[config.mk]
export PLATFORM = sky130hd
export DESIGN_NAME = multi_chan_sync
export DESIGN_NICKNAME = d
export VERILOG_FILES = /design/src/rtl/sync_pkg.sv /design/src/rtl/sync_filter_chan.sv /design/src/rtl/multi_chan_sync.sv
export SDC_FILE = /design/constraint.sdc
export NUM_CORES = 1
export LEC_CHECK = 0
export ABC_AREA = 1
export CAP_MARGIN = 30
export CORE_ASPECT_RATIO = 1.75
export CORE_MARGIN = 2
export CORE_UTILIZATION = 45
export DETAILED_ROUTE_END_ITERATION = 10
export PLACE_DENSITY = 0.82
export SYNTH_ARGS = -nofsm -noshare
export SYNTH_HDL_FRONTEND = slang
export SYNTH_SLANG_ARGS = --single-unit
[constraint.sdc]
create_clock -name CLK -period 1 [get_ports CLK]
set_input_delay 0.2 -clock CLK [delete_from_list [all_inputs] [get_ports CLK]]
set_output_delay 0.2 -clock CLK [all_outputs]
set_load 0.02 [all_outputs]
[src/rtl/sync_pkg.sv]
// Shared helpers for the multi-channel level synchroniser: counter sizing
// and parameter legality used at elaboration.
package sync_pkg;

  function automatic int clog2(input int v);
    int r;
    r = 0;
    while ((1 << r) < v) r++;
    return (r < 1) ? 1 : r;
  endfunction

  function automatic bit params_legal(input int channels, input int num_stages,
                                      input int filter_len);
    return (channels >= 1) && (num_stages >= 2) && (filter_len >= 1);
  endfunction

endpackage

[src/rtl/sync_filter_chan.sv]
// One channel: flop-chain synchroniser, stability filter on the synchronised
// level, and registered one-cycle rise/fall pulses on the filtered level.
module sync_filter_chan
  import sync_pkg::*;
#(
  parameter int   NUM_STAGES = 2,
  parameter int   FILTER_LEN = 3,
  parameter logic RESET_VAL  = 1'b0
) (
  input  logic CLK,
  input  logic RST,
  input  logic lvl,
  output logic sync,
  output logic filt,
  output logic rise,
  output logic fall,
  output logic upd
);

  localparam int CNT_W = clog2(FILTER_LEN + 1);
  localparam logic [CNT_W-1:0] CNT_LAST = CNT_W'(FILTER_LEN - 1);

  (* ASYNC_REG = "TRUE" *) logic [NUM_STAGES-1:0] chain;
  logic [CNT_W-1:0] cnt;
  logic             filt_q;
  logic             rise_q;
  logic             fall_q;
  logic             synced;
  logic             differ;
  logic             hit;

  // Synchroniser chain: pure shift register, stage 0 samples the async level
  always_ff @(posedge CLK or negedge RST) begin
    if (!RST) chain <= {NUM_STAGES{RESET_VAL}};
    else      chain <= {chain[NUM_STAGES-2:0], lvl};
  end

  assign synced = chain[NUM_STAGES-1];
  assign differ = synced != filt_q;
  assign hit    = differ && (cnt == CNT_LAST);

  // Filter stage: FILT follows only after FILTER_LEN consecutive differing samples
  always_ff @(posedge CLK or negedge RST) begin
    if (!RST) begin
      cnt    <= '0;
      filt_q <= RESET_VAL;
      rise_q <= 1'b0;
      fall_q <= 1'b0;
    end else begin
      rise_q <= hit && synced;
      fall_q <= hit && !synced;
      if (!differ || hit) cnt <= '0;
      else                cnt <= cnt + CNT_W'(1);
      if (hit) filt_q <= synced;
    end
  end

  assign sync = synced;
  assign filt = filt_q;
  assign rise = rise_q;
  assign fall = fall_q;
  assign upd  = hit;

endmodule

[src/rtl/multi_chan_sync.sv]
// CHANNELS independent synchroniser/debounce/edge-detect channels plus a
// registered "any channel changed" flag built from the same update events.
module multi_chan_sync
  import sync_pkg::*;
#(
  parameter int   CHANNELS   = 4,
  parameter int   NUM_STAGES = 2,
  parameter int   FILTER_LEN = 3,
  parameter logic RESET_VAL  = 1'b0
) (
  input  logic                CLK,
  input  logic                RST,
  input  logic [CHANNELS-1:0] ASYNC,
  output logic [CHANNELS-1:0] SYNC,
  output logic [CHANNELS-1:0] FILT,
  output logic [CHANNELS-1:0] RISE,
  output logic [CHANNELS-1:0] FALL,
  output logic                ANY_CHG
);

  logic [CHANNELS-1:0] upd;
  logic                any_q;

  if (!params_legal(CHANNELS, NUM_STAGES, FILTER_LEN)) begin : g_bad_params
    $error("multi_chan_sync: illegal parameters CHANNELS=%0d NUM_STAGES=%0d FILTER_LEN=%0d",
           CHANNELS, NUM_STAGES, FILTER_LEN);
  end

  for (genvar i = 0; i < CHANNELS; i++) begin : g_chan
    sync_filter_chan #(
      .NUM_STAGES(NUM_STAGES),
      .FILTER_LEN(FILTER_LEN),
      .RESET_VAL (RESET_VAL)
    ) u_chan (
      .CLK (CLK),
      .RST (RST),
      .lvl (ASYNC[i]),
      .sync(SYNC[i]),
      .filt(FILT[i]),
      .rise(RISE[i]),
      .fall(FALL[i]),
      .upd (upd[i])
    );
  end

  // Registered alongside RISE/FALL so it lands in the same cycle as the pulses
  always_ff @(posedge CLK or negedge RST) begin
    if (!RST) any_q <= 1'b0;
    else      any_q <= |upd;
  end

  assign ANY_CHG = any_q;

endmodule

-- Word level (Yosys, flattened, before mapping)
Index checks and enable logic that the tools add are counted.
- shifts and indexed selects: 0
- multiplexer cells: 4
- $add $sub $neg: 4
- order comparisons: 0
- reduce and logical (&&, ||, !) cells: 25
- multiply operators: 0
- divide/modulo/power cells: 0
- bitwise gates (word level): 0
- equality and inequality tests: 8
- operator list (operator ; count):
    $logic_and A1 B1 Y1 ; 12
    $add A2 B1 Y2 const B ; 4
    $eq A2 B2 Y1 const B ; 4
    $logic_not A1 Y1 ; 8
    $mux W2 ; 4
    $logic_or A1 B1 Y1 ; 4
    $ne A1 B1 Y1 ; 4
    $reduce_or A4 Y1 ; 1
- memories: 0
- input port bits: 6
- ROM bits: 0
- output and inout bits: 17
- register bits: 29
- bits in writable memories: 0
- latch bits: 0

-- Depth between registers and ports, before layout
Gate-level depths: netlist (run 1).
- depth after elaboration: 4
- mapped depth: 6
- gate-level depth less buffers: 6

-- Hierarchy
Synthesis (run 1) repeated with hierarchy kept, for this count alone.
- cells, all modules: 96
- area total of the unflattened synthesis: 1067.3 um^2
- modules (own cells, without submodules) (module ; seq. area each (um^2) ; area an instance (um^2) ; cells each ; instances):
    sync_filter_chan ; 175.2 ; 257.7 ; 23 ; 4
    multi_chan_sync ; 25.0 ; 36.3 ; 4 ; 1

-- Least setup slack after synthesis (run 1)
OpenSTA, ideal clock, no wires.
- path kind: reg-to-reg
- start point: reg g_chan[2].u_chan.cnt[0]
- end point: reg any_q, in the netlist ANY_CHG
- library setup time: 0.119 ns
- data required time: 0.881 ns
- data arrival time: 0.851 ns
- period minus slack after synthesis: 0.970 ns
- path slack: 0.030 ns
- stages on the path, launching flop included: 7
- cells stage by stage: dfrtp_1 -> inv_1 -> ha_1 -> nand3_1 -> nand2_1 -> nor2_1 -> nand2_1
- cells in the longest elaborated chain, start to end: 3
- ends and longest elaborated chain (element ; line ; RTL):
    start, declared ; sync_filter_chan.sv:24 ; logic [CNT_W-1:0] cnt;
    start signal, assigned ; sync_filter_chan.sv:53 ; else cnt <= cnt + CNT_W'(1);
    $eq A2 B2 Y1 ; sync_filter_chan.sv:40 ; assign hit = differ && (cnt == CNT_LAST);
    $logic_and A1 B1 Y1 ; sync_filter_chan.sv:40 ;
    $reduce_or A4 Y1 ; multi_chan_sync.sv:49 ; else any_q <= |upd;
    end signal, assigned ; multi_chan_sync.sv:49 ;
    end, declared ; multi_chan_sync.sv:22 ; logic any_q;
No other way between the ends.
A chain may end at the register's enable or synchronous reset.

-- Worst setup path in the final report (run 1)
- start point: reg g_chan[1].u_chan.chain[1]
- end point: reg any_q, in the netlist ANY_CHG
- cells in the longest elaborated chain, start to end: 3
- ends and longest elaborated chain (element ; line ; RTL):
    start, declared ; sync_filter_chan.sv:23 ; (* ASYNC_REG = "TRUE" *) logic [NUM_STAGES-1:0] chain;
    start signal, assigned ; sync_filter_chan.sv:34 ; if (!RST) chain <= {NUM_STAGES{RESET_VAL}};
    start signal, assigned ; sync_filter_chan.sv:35 ; else chain <= {chain[NUM_STAGES-2:0], lvl};
    $ne A1 B1 Y1 ; sync_filter_chan.sv:39 ; assign differ = synced != filt_q;
    $logic_and A1 B1 Y1 ; sync_filter_chan.sv:40 ;
    $reduce_or A4 Y1 ; multi_chan_sync.sv:49 ;
No other way between the ends.

==> impl_metrics.json, run 1 <==
{
  "finalWeightedCongestion": 0.730,
  "leakage_nw": 0.867,
  "cts-htree-levels": 2,
  "maxUsedRoutingLayer": "met4",
  "maxSlewHeadroom_pct": 86.4,
  "path_cells": "buf_6, buf_6, nand3_4, nand2_1, nor2_1, nand2_1",
  "drv_cap": 0,
  "power_switching_w": 0.00139,
  "cts_buffers": 5,
  "synth_cell_type_count": 11,
  "p_seq_share_pct": 38.7,
  "crit_start": "g_chan[1].u_chan.chain[1]$_DFF_PN0_",
  "p_sw_share_pct": 33.3,
  "seq_area_um2": 726,
  "ios": 23,
  "grt_pass1_vias": 838,
  "syn_area_per_cell_um2": 10.9,
  "setup_viol": 11,
  "violations": "setup timing",
  "crit_type": "flop to flop",
  "grt_first_pass_wirelength_um": 3490,
  "final_util_pct": 67.2,
  "synth_compound_area_share_pct": 5.50,
  "areaGrowthSynthToFinish_pct": 41.6,
  "antenna_found_initial": 0,
  "wire_per_inst_um": 12.4,
  "io_buffers": 22,
  "synthXorXnorAreaFrac_pct": 0,
  "setup_tns_ns": -0.264,
  "drt_iter0_drc": 10,
  "met1_length_um": 650,
  "dp_hpwl_um": 1440,
  "die_x_um": 42.8,
  "synth_top_family_by_area": "buffers and inverters",
  "syn_nets": 118,
  "die_h_um": 71.8,
  "wl_um": 2040,
  "synth_cells": 108,
  "ant_nets": 0,
  "finalPower_w": 0.00417,
  "clk_path_buf_depth": 2,
  "vias": 780,
  "track_usage_pct": 15.9,
  "antennaDiodeCount": 0,
  "max_freq_mhz": 947,
  "dr.pass1.iters": 2,
  "period_minus_slack_ns": 1.06,
  "ir_drop_v": 0.00178,
  "drc_errors": 0,
  "netlist_area_um2": 1180,
  "drive_gt1_share_pct": 51.4,
  "multi_input_area_um2": 324,
  "cts_sinks": 29,
  "synthAdderAreaFrac_pct": 4.23,
  "grt_max_degree": 30,
  "skew_ns": 0.00624,
  "finish.net_count": 147,
  "outcome": "complete, but fails checks",
  "cts.reportedPaths.clkPinSlew_ns": 0.06,
  "crit-reg2reg-launch": "g_chan[1].u_chan.chain[1]$_DFF_PN0_",
  "hold_viol": 0,
  "hold_buffers": 0,
  "worstPathMaxFanout": 3,
  "crit_slowest_cell": "dfrtp_1",
  "crit_required_ns": 1.17,
  "pwr-share-comb_pct": 40.2,
  "dr_wl_met2_um": 1210,
  "grt_overflow": 0,
  "clk_latency_ns": 0.28,
  "period_share_pct": 106,
  "tightest_slew_ns": 0.203,
  "arrival_ns": 1.22,
  "wl_met3_um": 111,
  "yosys_register_bits": 29,
  "worstSetupEndpointType": "flop",
  "dp_slack_ns": -0.191,
  "yosys.area_share.simple_pct": 12.4,
  "cts_tree": "yes",
  "vias_per_cell": 4.76,
  "fin_hold_ws_ns": 0.281,
  "initial_core_util_pct": 47.4,
  "setup.worst_path.start_class": "flop",
  "min_path_type": "input pin to asynchronous set/reset pin",
  "slew_violations": 0,
  "fillCellCount": 200,
  "die-area_um2": 3070,
  "p_int_w": 0.00278,
  "fin_ws_ns": -0.0558,
  "clockPowerShare_pct": 21.1,
  "seq_area_frac_synth_pct": 61.4,
  "synthMuxAreaShare_pct": 0,
  "slowest_delay_ns": 0.40,
  "power.density_nw_per_um2": 2490,
  "core_um2": 2490,
  "num_rows": 24,
  "cts-root-buf": "clkbuf_8",
  "rsz0062_at_grt": "yes",
  "synth_warnings": 0
}
[cells in the mapped netlist]
cell type	n	share of area, %
buf_4	16	10
dfrtp_1	29	61
ha_1	4	4.2
inv_1	17	5.4
inv_2	3	0.95
nand2_1	5	1.6
nand3_1	4	1.7
nand3_2	4	3.4
nor2_1	18	5.7
o21ai_2	4	3.0
o21bai_1	4	2.5
[kinds of logic (layout without fill, tap and decap cells)]
family          after synthesis  count (layout)
simple gates                 31              31
fa+ha+maj                     4               4
buf+inv                      36              66
flops                        29              29
compound gates                8               8
[path summary, 6_finish.rpt]
check / end / slack, ns / depth (start not counted)
hold / removal: g_chan[2].u_chan.filt$_DFFE_PN0P_ / 0.28 / 2
max in group asynchronous: g_chan[0].u_chan.cnt[1]$_DFF_PN0_ / 0.56 / 2
setup / recovery: ANY_CHG$_DFF_PN0_ / -0.06 / 6
hold reg to reg: g_chan[1].u_chan.chain[1]$_DFF_PN0_ / 0.34 / 0
min in group CLK: g_chan[1].u_chan.chain[1]$_DFF_PN0_ / 0.34 / 0
setup reg to reg: ANY_CHG$_DFF_PN0_ / -0.06 / 6
[final cells by class]
cell class	instances	area share [%]
sequential	29	43.3
inverter	20	5.53
clock buffer	8	4.78
timing repair buffer	38	25.0
multi-input combinational	43	19.4
tap	26	1.94
[per-layer routing]
layer / GRT usage [%] / up-vias
met5: 0 / -
met3: 7.05 / 5
li1: - / 369
met2: 27.6 / 18
met4: 10.4 / 0
met1: 14.4 / 388
[cell usage in the layout, fill, tap and decap left out]
master            n
nand3_4           1
o21bai_1          4
dfrtp_1          29
clkbuf_8          5
nand3_1           1
nor2_2            4
ha_4              2
o21ai_2           4
nand3_2           6
buf_4             3
nand2_1           5
inv_1             6
clkdlybuf4s50_1   5
buf_12            1
clkbuf_1          3
inv_4             7
buf_6            29
ha_2              2
inv_2             7
nor2_1           14
[state kept, by name, indices dropped and copies added (netlist names)]
signal,flops
g_chan.u_chan.chain,8
g_chan.u_chan.fall,4
g_chan.u_chan.filt,4
g_chan.u_chan.rise,4
g_chan.u_chan.cnt,8
ANY_CHG,1
[metrics by stage]
step / cell area, µm² / std cells
CTS: 1520 / 161
global route: 1670 / 164
detailed placement: 1420 / 152
floorplan: 1180 / 108
global placement: 1420 / 152
finish: 1670 / 164
[power groups by stage]
stage	logic, W	registers, W	clock network (W)
2_1_floorplan	0.000873	0.00160	0
3_3_place_gp	0.00125	0.00156	0
3_5_place_dp	0.00132	0.00158	0
4_1_cts	0.00141	0.00159	0.000914
5_1_grt	0.00184	0.00164	0.000963
6_report	0.00168	0.00161	0.000880
[timing repair]
item,4_1_cts,5_1_grt
buffers inserted,1,3
pin swaps,9,7
cloned,0,0
setup endpoints to repair,27,34
gates resized for setup,104,42
[worst max-delay path: cells and delay by family (launching register included)]
| kind | cells | cell delay, ns |
|---|---|---|
| buf+inv | 2 | 0.25 |
| flops | 1 | 0.40 |
| simple gates | 4 | 0.29 |
Note: power is estimated with default switching activity, not from simulation.
==> run 2, diff against run 1 <==
GPL_TIMING_DRIVEN = 0   (was not set)
==> impl_metrics.json, run 2 (synthesized netlist as in run 1, its figures left out) <==
{
  "outcome": "complete, but fails checks",
  "violations": "setup timing",
  "crit_required_ns": 0.80,
  "fin_ws_ns": -0.112,
  "mostFrequentLayoutCells": "29 x dfrtp_1, 24 x buf_6, 18 x nor2_1",
  "cts_tree": "yes",
  "timing.rr.end": "g_chan[3].u_chan.cnt[1]$_DFF_PN0_",
  "wl_um": 2140,
  "cts-htree-levels": 2,
  "grt_pass1_vias": 864,
  "vias_per_cell": 4.72,
  "core_um2": 2490,
  "ir_drop_v": 0.00134,
  "leakage_nw": 0.901,
  "finish.net_count": 150,
  "finalPower_w": 0.00445,
  "hold_buffers": 0,
  "crit_slowest_cell": "dfrtp_1",
  "antennaDiodeCount": 0,
  "fillCellCount": 181,
  "cts_sinks": 29,
  "max_freq_mhz": 899,
  "maxUsedRoutingLayer": "met4",
  "grt_overflow": 0,
  "power.density_nw_per_um2": 2600,
  "track_usage_pct": 16.2,
  "maxSlewHeadroom_pct": 68.8,
  "cts-root-buf": "clkbuf_8",
  "multi_input_area_um2": 337,
  "wire_per_inst_um": 12.8,
  "ios": 23,
  "worstPathMaxFanout": 2,
  "rsz0062_at_grt": "yes",
  "wl_met3_um": 107,
  "top_regs": "g_chan.u_chan.chain x8, g_chan.u_chan.cnt x8",
  "ant_nets": 0,
  "period_minus_slack_ns": 1.11,
  "areaGrowthSynthToFinish_pct": 44.8,
  "antenna_found_initial": 0,
  "path_cells": "buf_6, buf_6",
  "skew_ns": 0.00556,
  "min_path_type": "input pin to asynchronous set/reset pin",
  "clk_path_buf_depth": 2,
  "regToRegSetupSlack_ns": -0.07,
  "setup_tns_ns": -0.980,
  "slew_violations": 0,
  "num_rows": 24,
  "path_buf_inv": 2,
  "worstSetupEndpointType": "output port",
  "drc_errors": 0,
  "vias": 788,
  "path_delay_family": "flip-flops",
  "grt_first_pass_wirelength_um": 3570,
  "die_h_um": 71.8,
  "finalNonFillerCells": 167,
  "met1_length_um": 733,
  "layout_commonest_cell": "dfrtp_1",
  "grt_max_degree": 23,
  "dr.pass1.iters": 4,
  "reg2regPathDepth": 5,
  "dpl.cell_count": 157,
  "crit_type": "flop to output port",
  "dp_hpwl_um": 1380,
  "initial_core_util_pct": 47.4,
  "die_x_um": 42.8,
  "cts.reportedPaths.clkPinSlew_ns": 0.06,
  "setup.worst_path.start_class": "flop",
  "clk_latency_ns": 0.28,
  "dp_slack_ns": -0.310,
  "die-area_um2": 3070,
  "arrival_ns": 0.91,
  "seq_area_um2": 726,
  "slowest_delay_ns": 0.39,
  "hold_viol": 0,
  "cts_buffers": 5,
  "crit_path_frequent_cell": "buf_6",
  "drv_cap": 0,
  "period_share_pct": 111,
  "setup_viol": 14,
  "tightest_slew_ns": 0.466,
  "io_buffers": 22,
  "drive_gt1_share_pct": 52.5,
  "drt_iter0_drc": 9,
  "finalWeightedCongestion": 0.761,
  "crit-reg2reg-launch": "g_chan[3].u_chan.filt$_DFFE_PN0P_",
  "dr_wl_met2_um": 1210
}
run 2: cell count changes in the layout (fill, tap and decap cells not counted), moves of 2 or more:
cell / change
buf_6: -5
nor2_1: +4
nor2_2: -4
clkbuf_1: -3
inv_4: -3
buf_4: +8
inv_2: +3
clkbuf_8: +2
run 2: per-stage QoR:
stage | hold slack [ns] | cell area (µm²) | util, %
after floorplan | -0.0956 | 1180 | -
after global placement | 0.333 | 1440 | 57.6
after detailed placement | 0.337 | 1460 | 58.7
after CTS | 0.240 | 1650 | 66.2
after global routing | 0.261 | 1710 | 68.7
final | 0.242 | 1710 | 68.7
run 2: how the worst max path moves through the flow:
| stage | from | end | slack [ns] | depth (start not counted) |
|---|---|---|---|---|
| finish | g_chan[1].u_chan.filt$_DFFE_PN0P_ | FILT[1] | -0.11 | 2 |
| global route | g_chan[3].u_chan.chain[1]$_DFF_PN0_ | SYNC[3] | -0.14 | 2 |
| CTS | g_chan[3].u_chan.chain[1]$_DFF_PN0_ | SYNC[3] | -0.12 | 2 |
| detailed placement | g_chan[3].u_chan.chain[1]$_DFF_PN0_ | SYNC[3] | -0.31 | 2 |
| global placement | RST | g_chan[0].u_chan.cnt[0]$_DFF_PN0_ | -0.61 | 1 |
| floorplan | g_chan[2].u_chan.cnt[0]$_DFF_PN0_ | ANY_CHG$_DFF_PN0_ | 0.03 | 6 |
run 2: what timing repair did:
| action | in CTS | in global routing |
|---|---|---|
| hold endpoints to repair | 0 | 0 |
| buffers inserted | 10 | 1 |
| setup endpoints to repair | 22 | 28 |
| resized for setup | 122 | 15 |
| pin swaps | 10 | 10 |
run 2: layout make-up:
type,instances,area share (%)
buffer,7,4.61
clock buffer,7,5.63
clock inverter,1,0.292
inverter,20,4.97
multi-input combinational,43,19.7
sequential,29,42.4
tap,26,1.90
timing repair buffer,34,20.5
run 2: where the power goes:
part           total [W]  switching [W]  internal [W]
Sequential       0.00160       0.000159       0.00144
Combinational    0.00181       0.000883      0.000931
Clock            0.00104       0.000417      0.000620
run 2: worst register-to-register path, delay by kind of cell, from the launching register on:
kind / cells / cell delay, ns
simple gates: 2 / 0.12
buf+inv: 2 / 0.23
flops: 1 / 0.39
compound gates: 1 / 0.21
run 2: routing by layer:
metal  GRT usage, %  vias up
met4           11.5        0
met2           27.1       19
met1           16.2      381
met3           5.54        9
li1               -      379
met5              0        -
==> run 3, diff against run 2 <==
CELL_PAD_IN_SITES_DETAIL_PLACEMENT = 1   (was not set)
CELL_PAD_IN_SITES_GLOBAL_PLACEMENT = 1   (was not set)
CORE_UTILIZATION = 35   (was 45)
PLACE_DENSITY = 0.81   (was 0.82)
SLEW_MARGIN = 40   (was not set)
TNS_END_PERCENT = 5   (was not set)
==> impl_metrics.json, run 3 (synthesized netlist as in run 1, its figures left out) <==
{
  "dp_slack_ns": -0.316,
  "antenna_found_initial": 0,
  "slew_violations": 0,
  "track_usage_pct": 13.7,
  "fin_ws_ns": -0.110,
  "rsz0062_at_grt": "yes",
  "multi_input_area_um2": 387,
  "grt_overflow": 0,
  "crit_required_ns": 0.80,
  "power_switching_w": 0.00153,
  "period_share_pct": 111,
  "fillCellCount": 360,
  "finalWeightedCongestion": 0.746,
  "dpl_cell_area_um2": 1450,
  "cts-root-buf": "clkbuf_8",
  "cts_buffers": 5,
  "grt_max_degree": 30,
  "ant_nets": 0,
  "dr.pass1.iters": 2,
  "crit_path_frequent_cell": "buf_6",
  "setup.worst_path.start_class": "flop",
  "layout_commonest_cell": "buf_6",
  "drive_gt1_share_pct": 55.6,
  "vias_per_cell": 4.35,
  "min_path_type": "flop to flop",
  "skew_ns": 0.00431,
  "vias": 852,
  "fin_hold_ws_ns": 0.353,
  "num_rows": 28,
  "grt_first_pass_wirelength_um": 3580,
  "dp_hpwl_um": 1510,
  "pwr-share-comb_pct": 44.6,
  "setup_viol": 24,
  "wire_per_inst_um": 12.3,
  "drv_cap": 0,
  "maxSlewHeadroom_pct": 74.2,
  "top_regs": "g_chan.u_chan.chain x8, g_chan.u_chan.cnt x8",
  "die_x_um": 47.9,
  "clk_latency_ns": 0.27,
  "path_buf_inv": 2,
  "core_um2": 3290,
  "p_int_w": 0.00296,
  "seq_area_um2": 726,
  "post-route-cell-area_um2": 1850,
  "cts-htree-levels": 2,
  "areaGrowthSynthToFinish_pct": 56.3,
  "final_util_pct": 56.1,
  "arrival_ns": 0.91,
  "die-area_um2": 3880,
  "violations": "setup timing",
  "cts_tree": "yes",
  "p_sw_share_pct": 34.1,
  "slowest_delay_ns": 0.40,
  "cts_sinks": 29,
  "path_cells": "buf_6, buf_6",
  "drt_iter0_drc": 9,
  "regToRegSetupSlack_ns": -0.05,
  "hold_viol": 0,
  "p_seq_share_pct": 35.9,
  "power.density_nw_per_um2": 2430,
  "grt_pass1_vias": 856,
  "tightest_slew_ns": 0.387,
  "ios": 23,
  "mostFrequentLayoutCells": "31 x buf_6, 29 x dfrtp_1, 17 x nor2_1",
  "setup_tns_ns": -1.64,
  "finish.net_count": 160,
  "path_delay_family": "flip-flops",
  "ir_drop_v": 0.00131,
  "io_buffers": 22,
  "clk_path_buf_depth": 2,
  "outcome": "complete, but fails checks",
  "period_minus_slack_ns": 1.11,
  "initial_core_util_pct": 35.9,
  "leakage_nw": 0.944,
  "antennaDiodeCount": 0,
  "drc_errors": 0,
  "worstPathMaxFanout": 2,
  "crit_slowest_cell": "dfrtp_1",
  "max_freq_mhz": 901,
  "crit_type": "flop to output port",
  "wl_um": 2400,
  "cts.reportedPaths.clkPinSlew_ns": 0.05,
  "clockPowerShare_pct": 19.5,
  "die_h_um": 80.9,
  "worstSetupEndpointType": "output port"
}
-- run 3: final cells by class --
cell class,instances,area share [%]
plain buffers,16,9.55
clock buffers,8,4.33
inverters,20,4.87
multi-input cells,43,20.9
flip-flops and latches,29,39.3
well taps,45,3.05
repair buffers,35,18.0
-- run 3: power groups by stage --
stage          Clock (W)  Sequential (W)  Combinational (W)
6_report        0.000875         0.00161            0.00200
5_1_grt         0.000990         0.00164            0.00218
4_1_cts         0.000905         0.00157            0.00168
3_5_place_dp           0         0.00163            0.00133
3_3_place_gp           0         0.00161            0.00125
2_1_floorplan          0         0.00160           0.000873
-- run 3: stage by stage --
step | power [W] | std cells
2_1_floorplan | 0.00247 | 108
3_3_place_gp | 0.00286 | 175
3_5_place_dp | 0.00296 | 175
4_1_cts | 0.00415 | 192
5_1_grt | 0.00481 | 196
6_report | 0.00449 | 196
-- run 3: metal layers --
metal	up-vias	share of wire, %	wire, µm	global-route usage, %
li1	397	-	-	-
met4	0	2.0	49	7.30
met5	-	0	0	0
met3	5	4.2	102	6.67
met1	432	36	865	13.3
met2	18	58	1380	22.7
-- run 3: repair_timing --
action | CTS | global route
gates resized for setup | 125 | 29
pin swaps | 0 | 12
hold endpoints to repair | 29 | 0
buffers inserted | 8 | 4
hold buffers | 1 | 0
setup endpoints to repair | 23 | 59
-- run 3: worst paths after layout --
kind | start | to | cells past startpoint
min | g_chan[3].u_chan.chain[0]$_DFF_PN0_ | g_chan[3].u_chan.chain[1]$_DFF_PN0_ | 0
max | g_chan[3].u_chan.filt$_DFFE_PN0P_ | FILT[3] | 2
max in group asynchronous | RST | g_chan[0].u_chan.chain[0]$_DFF_PN0_ | 2
max reg2reg | g_chan[0].u_chan.chain[1]$_DFF_PN0_ | g_chan[0].u_chan.cnt[0]$_DFF_PN0_ | 5
min reg2reg | g_chan[3].u_chan.chain[0]$_DFF_PN0_ | g_chan[3].u_chan.chain[1]$_DFF_PN0_ | 0
min in group asynchronous | RST | g_chan[2].u_chan.rise$_DFF_PN0_ | 2
-- run 3: worst register-to-register path, cell delays in order, from the launching register on --
cell and delay (ns):
dfrtp_1 0.39, buf_4 0.17, inv_4 0.07, nor2_1 0.04, o21bai_1 0.20, nor2_1 0.07
